### src/rtl/hc74_selftest_ctrl.sv
`default_nettype none
// ============================================================================
// Module   : hc74_selftest_ctrl
// Purpose  : Sequencer that exercises both channels of a 74-style dual D
//            flip-flop through a fixed 6-step preset/clear/clock/hold test,
//            compares Q/QN readback, and reports pass, the first failing
//            step and the set of failing channels.
// Revision : 1.0 - initial release
// ============================================================================
module hc74_selftest_ctrl (
  input  logic       Clk,
  input  logic       RD,
  input  logic       start,
  output logic [1:2] dut_D,
  output logic [1:2] dut_Clk,
  output logic [1:2] dut_SD,
  output logic [1:2] dut_RD,
  input  logic [1:2] dut_Q,
  input  logic [1:2] dut_QN,
  output logic       busy,
  output logic       done,
  output logic       pass,
  output logic [2:0] fail_step,
  output logic [1:2] fail_mask
);

  typedef enum logic [2:0] {
    S_IDLE    = 3'd0,
    S_APPLY   = 3'd1,
    S_EDGE_HI = 3'd2,
    S_EDGE_LO = 3'd3,
    S_SAMPLE  = 3'd4,
    S_NEXT    = 3'd5,
    S_FINISH  = 3'd6
  } state_t;

  localparam logic [2:0] LAST_STEP = 3'd5;
  localparam logic [2:0] NO_FAIL   = 3'd7;

  // Step stimulus: {SD, RD, D1, clocked}. Channel 2 D is always ~D1.
  function automatic logic [3:0] step_drive(input logic [2:0] s);
    logic [3:0] cfg;
    case (s)
      3'd0:    cfg = 4'b0100;  // preset
      3'd1:    cfg = 4'b1010;  // clear
      3'd2:    cfg = 4'b1111;  // clock in D1=1
      3'd3:    cfg = 4'b1101;  // clock in D1=0
      3'd4:    cfg = 4'b1110;  // D changes, no edge: hold
      3'd5:    cfg = 4'b0000;  // preset and clear together
      default: cfg = 4'b1100;  // inactive drive
    endcase
    return cfg;
  endfunction

  // Expected Q per channel {Q1, Q2}; QN is always checked as the inverse.
  function automatic logic [1:2] step_expect(input logic [2:0] s);
    logic [1:2] q;
    case (s)
      3'd0:    q = 2'b11;
      3'd1:    q = 2'b00;
      3'd2:    q = 2'b10;
      3'd3:    q = 2'b01;
      3'd4:    q = 2'b01;
      3'd5:    q = 2'b11;
      default: q = 2'b00;
    endcase
    return q;
  endfunction

  state_t     state_q, state_d;
  logic [2:0] step_q, step_d;
  logic       sub_q, sub_d;          // second cycle of a two-cycle phase
  logic       pass_q, pass_d;
  logic [2:0] fail_step_q, fail_step_d;
  logic [1:2] fail_mask_q, fail_mask_d;

  logic       busy_q, busy_d;
  logic       done_q, done_d;
  logic [1:2] drv_d_q, drv_d_d;
  logic [1:2] drv_clk_q, drv_clk_d;
  logic [1:2] drv_sd_q, drv_sd_d;
  logic [1:2] drv_rd_q, drv_rd_d;

  logic [1:2] exp_q;
  logic [1:2] mismatch;
  logic       run_d;
  logic [3:0] cfg_d;

  assign exp_q    = step_expect(step_q);
  assign mismatch = (dut_Q ^ exp_q) | (dut_QN ^ ~exp_q);

  // Next-state, step sequencing and result accumulation.
  always_comb begin
    state_d     = state_q;
    step_d      = step_q;
    sub_d       = sub_q;
    pass_d      = pass_q;
    fail_step_d = fail_step_q;
    fail_mask_d = fail_mask_q;
    case (state_q)
      S_IDLE: begin
        if (start) begin
          state_d     = S_APPLY;
          step_d      = 3'd0;
          sub_d       = 1'b0;
          pass_d      = 1'b0;
          fail_step_d = NO_FAIL;
          fail_mask_d = 2'b00;
        end
      end
      S_APPLY: begin
        if (sub_q) begin
          state_d = S_EDGE_HI;
          sub_d   = 1'b0;
        end else begin
          sub_d = 1'b1;
        end
      end
      S_EDGE_HI: begin
        if (sub_q) begin
          state_d = S_EDGE_LO;
          sub_d   = 1'b0;
        end else begin
          sub_d = 1'b1;
        end
      end
      S_EDGE_LO: begin
        if (sub_q) begin
          state_d = S_SAMPLE;
          sub_d   = 1'b0;
        end else begin
          sub_d = 1'b1;
        end
      end
      S_SAMPLE: begin
        state_d     = S_NEXT;
        fail_mask_d = fail_mask_q | mismatch;
        if ((mismatch != 2'b00) && (fail_step_q == NO_FAIL)) begin
          fail_step_d = step_q;
        end
      end
      S_NEXT: begin
        if (step_q == LAST_STEP) begin
          state_d = S_FINISH;
          pass_d  = (fail_mask_q == 2'b00);
        end else begin
          state_d = S_APPLY;
          step_d  = step_q + 3'd1;
        end
      end
      S_FINISH: begin
        state_d = S_IDLE;
        step_d  = 3'd0;
      end
      default: begin
        state_d = S_IDLE;
        step_d  = 3'd0;
        sub_d   = 1'b0;
      end
    endcase
  end

  // Output values for the coming cycle, decoded from the next state so the
  // registered outputs line up exactly with the state they belong to.
  always_comb begin
    run_d     = 1'b0;
    cfg_d     = step_drive(step_d);
    busy_d    = 1'b0;
    done_d    = (state_d == S_FINISH);
    drv_d_d   = 2'b00;
    drv_clk_d = 2'b00;
    drv_sd_d  = 2'b11;
    drv_rd_d  = 2'b11;
    case (state_d)
      S_APPLY, S_EDGE_HI, S_EDGE_LO, S_SAMPLE, S_NEXT: run_d = 1'b1;
      default:                                          run_d = 1'b0;
    endcase
    if (run_d) begin
      busy_d   = 1'b1;
      drv_d_d  = {cfg_d[1], ~cfg_d[1]};
      drv_sd_d = {cfg_d[3], cfg_d[3]};
      drv_rd_d = {cfg_d[2], cfg_d[2]};
      if ((state_d == S_EDGE_HI) && cfg_d[0]) begin
        drv_clk_d = 2'b11;
      end
    end
  end

  // Control state and results; reset forces idle and "no failure".
  always_ff @(posedge Clk or negedge RD) begin
    if (!RD) begin
      state_q     <= S_IDLE;
      step_q      <= 3'd0;
      sub_q       <= 1'b0;
      pass_q      <= 1'b0;
      fail_step_q <= NO_FAIL;
      fail_mask_q <= 2'b00;
    end else begin
      state_q     <= state_d;
      step_q      <= step_d;
      sub_q       <= sub_d;
      pass_q      <= pass_d;
      fail_step_q <= fail_step_d;
      fail_mask_q <= fail_mask_d;
    end
  end

  // Registered status and device drive; reset forces the idle drive.
  always_ff @(posedge Clk or negedge RD) begin
    if (!RD) begin
      busy_q    <= 1'b0;
      done_q    <= 1'b0;
      drv_d_q   <= 2'b00;
      drv_clk_q <= 2'b00;
      drv_sd_q  <= 2'b11;
      drv_rd_q  <= 2'b11;
    end else begin
      busy_q    <= busy_d;
      done_q    <= done_d;
      drv_d_q   <= drv_d_d;
      drv_clk_q <= drv_clk_d;
      drv_sd_q  <= drv_sd_d;
      drv_rd_q  <= drv_rd_d;
    end
  end

  assign busy      = busy_q;
  assign done      = done_q;
  assign pass      = pass_q;
  assign fail_step = fail_step_q;
  assign fail_mask = fail_mask_q;
  assign dut_D     = drv_d_q;
  assign dut_Clk   = drv_clk_q;
  assign dut_SD    = drv_sd_q;
  assign dut_RD    = drv_rd_q;

endmodule
`default_nettype wire

### config.mk
export PLATFORM = sky130hd
export DESIGN_NAME = hc74_selftest_ctrl
export DESIGN_NICKNAME = d
export VERILOG_FILES = /design/src/rtl/hc74_selftest_ctrl.sv
export SDC_FILE = /design/constraint.sdc
export NUM_CORES = 1
export LEC_CHECK = 0
export CAP_MARGIN = 10
export CORE_ASPECT_RATIO = 1.2
export CORE_UTILIZATION = 45
export DETAILED_ROUTE_END_ITERATION = 6
export PLACE_DENSITY = 0.84
export SLEW_MARGIN = 20
export SYNTH_ARGS = -nofsm -noshare
export SYNTH_HDL_FRONTEND = slang
export SYNTH_SLANG_ARGS = --single-unit
### constraint.sdc
create_clock -name Clk -period 2.1 [get_ports Clk]
set_clock_uncertainty 0.15 [all_clocks]
set_input_delay 0.525 -clock Clk [delete_from_list [all_inputs] [get_ports Clk]]
set_output_delay 0.525 -clock Clk [all_outputs]
set_load 0.05 [all_outputs]
==> impl_metrics.csv <==
group,metric,value,unit
job,drv_cap,0,
setup_path,start_kind,"register",
power_and_ir_drop,p_comb_share,59.2,%
setup_path,slowest_stage,"dfrtp_1",
logic_synthesis,synth_fp_nets,114,
setup_path,cp.required,2190,ps
timing,worst_slew_margin_rel,65.3,%
die,dieArea,2650,um2
clocking,tritoncts,"built",
setup_path,path_class,"register to register",
logic_synthesis,async_flop_share,100,%
route,detail_route.first_pass.iterations,4,
timing,hold_viol_final,0,
logic_synthesis,yosys-top-cells-area,"dfrtp_1, dfstp_2, ha_1",
logic_synthesis,seq_area_frac_synth,46.0,%
route,drt.antenna.violating_nets,0,
setup_path,rrSetupSlack,90,ps
power_and_ir_drop,total_power,2560,uW
cells_and_area,design_area,1500,um2
worst_hold_path,hold_class,"register to register",
setup_path,max_stage_delay,470,ps
logic_synthesis,synth_edf_count,0,
clocking,numCtsBuffers,3,
cells_and_area,drive_above_1_share,36.8,%
timing,worstMarginPinSlew,517,ps
cells_and_area,antenna_cells,0,
logic_synthesis,yosysUniqueCellTypes,33,
worst_hold_path,hold_depth,1,
setup_path,path_cells,"ha_1 > nor2b_1 > a211oi_2 > mux2i_1 > o211ai_1 > o22a_1",
global_route,grt_max_degree,21,
power_and_ir_drop,p_sw_share,45.0,%
setup_path,r2r_cells,6,
clocking,cts-root-buf,"clkbuf_4",
clocking,htree_levels,1,
die,fp-row-count,19,
run_status,outcome,"finished, final reports clean",
clocking,clk_pin_slew,120,ps
cells_and_area,synthToLayoutAreaGrowth,36.0,%
route,routed_wl,2220,um
route,drc,0,
placed_design,port_buffers,22,
logic_synthesis,synthFlopType,"dfrtp_1",
power_and_ir_drop,leakagePower,0.000691,uW
logic_synthesis,synth.top_cell.area_share,34.1,%
route,dr.first_iter.drc_count,16,
logic_synthesis,synthCells,103,
global_route,grt_pass1_vias,906,
power_and_ir_drop,internal_power,1410,uW
setup_path,cpLargestDelayFamily,"compound AO/OA/AOI/OAI gates",
power_and_ir_drop,ir_drop,0.961,mV
timing,fmax,498,MHz
global_route,grt_usage,20.0,%
logic_synthesis,yosysTopAreaCell,"dfrtp_1",
clocking,clock_latency,310,ps
worst_hold_path,min-delay-start,"fail_mask[2]",
cells_and_area,post-route-util,65.0,%
placed_design,gp_congestion,0.819,
logic_synthesis,syn_avg_cell_area,10.7,um2
timing,fin_crit,2010,ps
setup_path,critPathArrivalTime,2100,ps
timing,final-setup-viol-count,0,
setup_path,cp.buffers_inverters,0,
cells_and_area,fillerInstances,181,
clocking,cts_hold_buffers,0,
power_and_ir_drop,p_per_area,1710,nW/um2
logic_synthesis,ys_warn_count,0,
power_and_ir_drop,p_sw,1150,uW
placed_design,dp_hpwl,1640,um
route,vias,885,
die,die_width,47.2,um
power_and_ir_drop,p_clk_share,12.3,%
setup_path,critPathMaxFanout,4,
timing,post-route-period-util,95.6,%
global_route,grt_pass1_wl,3780,um
timing,whs,345,ps
power_and_ir_drop,seq_power_share,28.4,%
clocking,clockBufferDepth,2,
route,viasPerCell,5.40,
die,ios,23,
die,core-area,2310,um2
global_route,grt_overflow,0,
setup_path,r2r_start,"step_q[0]",
setup_path,end_kind,"register",
logic_synthesis,ys_ff_latch,20,
placed_design,place_area,1390,um2
clocking,cts_num_sinks,20,
die,die_y,56.2,um
timing,slew_viol_final,0,
route,wl_per_cell,13.5,um
global_route,antenna_found_initial,0,
setup_path,reg2reg_to,"fail_step[0]",
logic_synthesis,syn-cell-area,1100,um2
worst_hold_path,min_to,"pass",
cells_and_area,final_nets,145,
die,initial_utilization,47.8,%
-- how the worst max path moves through the flow --
stage	slack, ps	startpoint	cells past startpoint	endpoint
after detailed placement	-300	start	5	dut_Clk[2]
final	90	step_q[0]	6	fail_step[0]
after CTS	20	step_q[0]	6	fail_step[0]
after global placement	-220	start	5	dut_Clk[2]
after global routing	-8	step_q[1]	9	dut_SD[2]
after floorplan	140	step_q[1]	7	dut_D[2]
-- registers in the layout (all words and copies together) (netlist names) --
name,count
busy,1
fail_mask,2
step_q,3
done,1
sub_q,1
dut_RD,1
fail_step,3
pass,1
dut_Clk,1
dut_SD,1
dut_D,2
state_q,3
-- cell families after synthesis --
| group | after synthesis | share of synthesized area [%] |
|---|---|---|
| AND/OR/NAND/NOR | 33 | 17.0 |
| buffers and inverters | 14 | 8.29 |
| multiplexers | 2 | 1.82 |
| flip-flops | 20 | 46.0 |
| AO/OA/AOI/OAI | 27 | 20.0 |
| adder cells (fa/ha/maj) | 4 | 4.54 |
| XOR/XNOR | 3 | 2.38 |
-- stage by stage --
stage	setup WS, ps	setup TNS, ps	std cells
2_1_floorplan	141	0	103
3_3_place_gp	-217	-1230	158
3_5_place_dp	-295	-1640	158
4_1_cts	17.0	0	162
5_1_grt	-8.36	-8.36	164
6_report	92.3	0	164
-- synthesized netlist by cell type, types with 3 or more instances --
cell type,count
a21oi_1,4
and3_1,3
buf_4,4
buf_6,3
dfrtp_1,15
dfstp_2,5
ha_1,4
inv_1,6
nand2_1,4
nand3_1,5
nand4_1,4
nor2_1,6
nor2b_1,5
o21ai_0,5
o22a_1,3
o31ai_1,3
xnor2_1,3
-- power groups by stage --
stage	Sequential, uW	Clock (uW)	Combinational (uW)
after floorplan	957	0	736
after global placement	727	0	1370
after detailed placement	731	0	1410
after CTS	728	319	1430
after global routing	748	335	1630
final	727	315	1510
-- layer usage --
metal	up-vias	global-route usage [%]	wire length (um)
li1	431	-	-
met1	423	23.8	880
met2	26	33.5	1220
met3	5	3.90	75
met4	0	8.16	42
met5	-	0	0
-- layout make-up --
class / count / area (um2) / share of cell area, %
Clock inverter: 1 / 30.0 / 2.00
Inverter: 6 / 22.5 / 1.50
Clock buffer: 3 / 22.5 / 1.50
Multi-Input combinational cell: 69 / 542 / 36.1
Sequential cell: 20 / 508 / 33.9
Tap cell: 31 / 38.8 / 2.59
Timing Repair Buffer: 34 / 335 / 22.4
-- worst reg2reg max path, delay by kind of cell, from the launching register on --
family | cells | cell delay [ps]
compound gates | 3 | 650
flops | 1 | 470
fa+ha+maj | 1 | 270
mux | 1 | 270
simple gates | 1 | 150
-- cells in the final DEF, fill, tap and decap left out, types with 2 or more instances in the layout --
| cell | instances |
|---|---|
| mux2i_1 | 2 |
| dfstp_2 | 5 |
| a21oi_1 | 3 |
| o31ai_1 | 3 |
| o21ai_0 | 4 |
| o22a_1 | 3 |
| nand2_1 | 4 |
| and3_1 | 3 |
| dfrtp_1 | 14 |
| buf_12 | 5 |
| nand3_1 | 5 |
| inv_1 | 6 |
| ha_1 | 3 |
| nor2b_1 | 5 |
| a31oi_4 | 2 |
| nand4_1 | 4 |
| xnor2_1 | 3 |
| buf_4 | 23 |
| clkbuf_4 | 3 |
| a32o_1 | 2 |
| nand3b_1 | 2 |
| clkdlybuf4s50_1 | 5 |
| nor2_1 | 5 |
-- repair_timing --
action / CTS / global route
cloned: 0 / 0
setup endpoints to repair: 3 / 7
resized for setup: 3 / 8
pin swaps: 0 / 3
buffers inserted: 0 / 2
No activity file was read; power rests on OpenSTA's default activity.
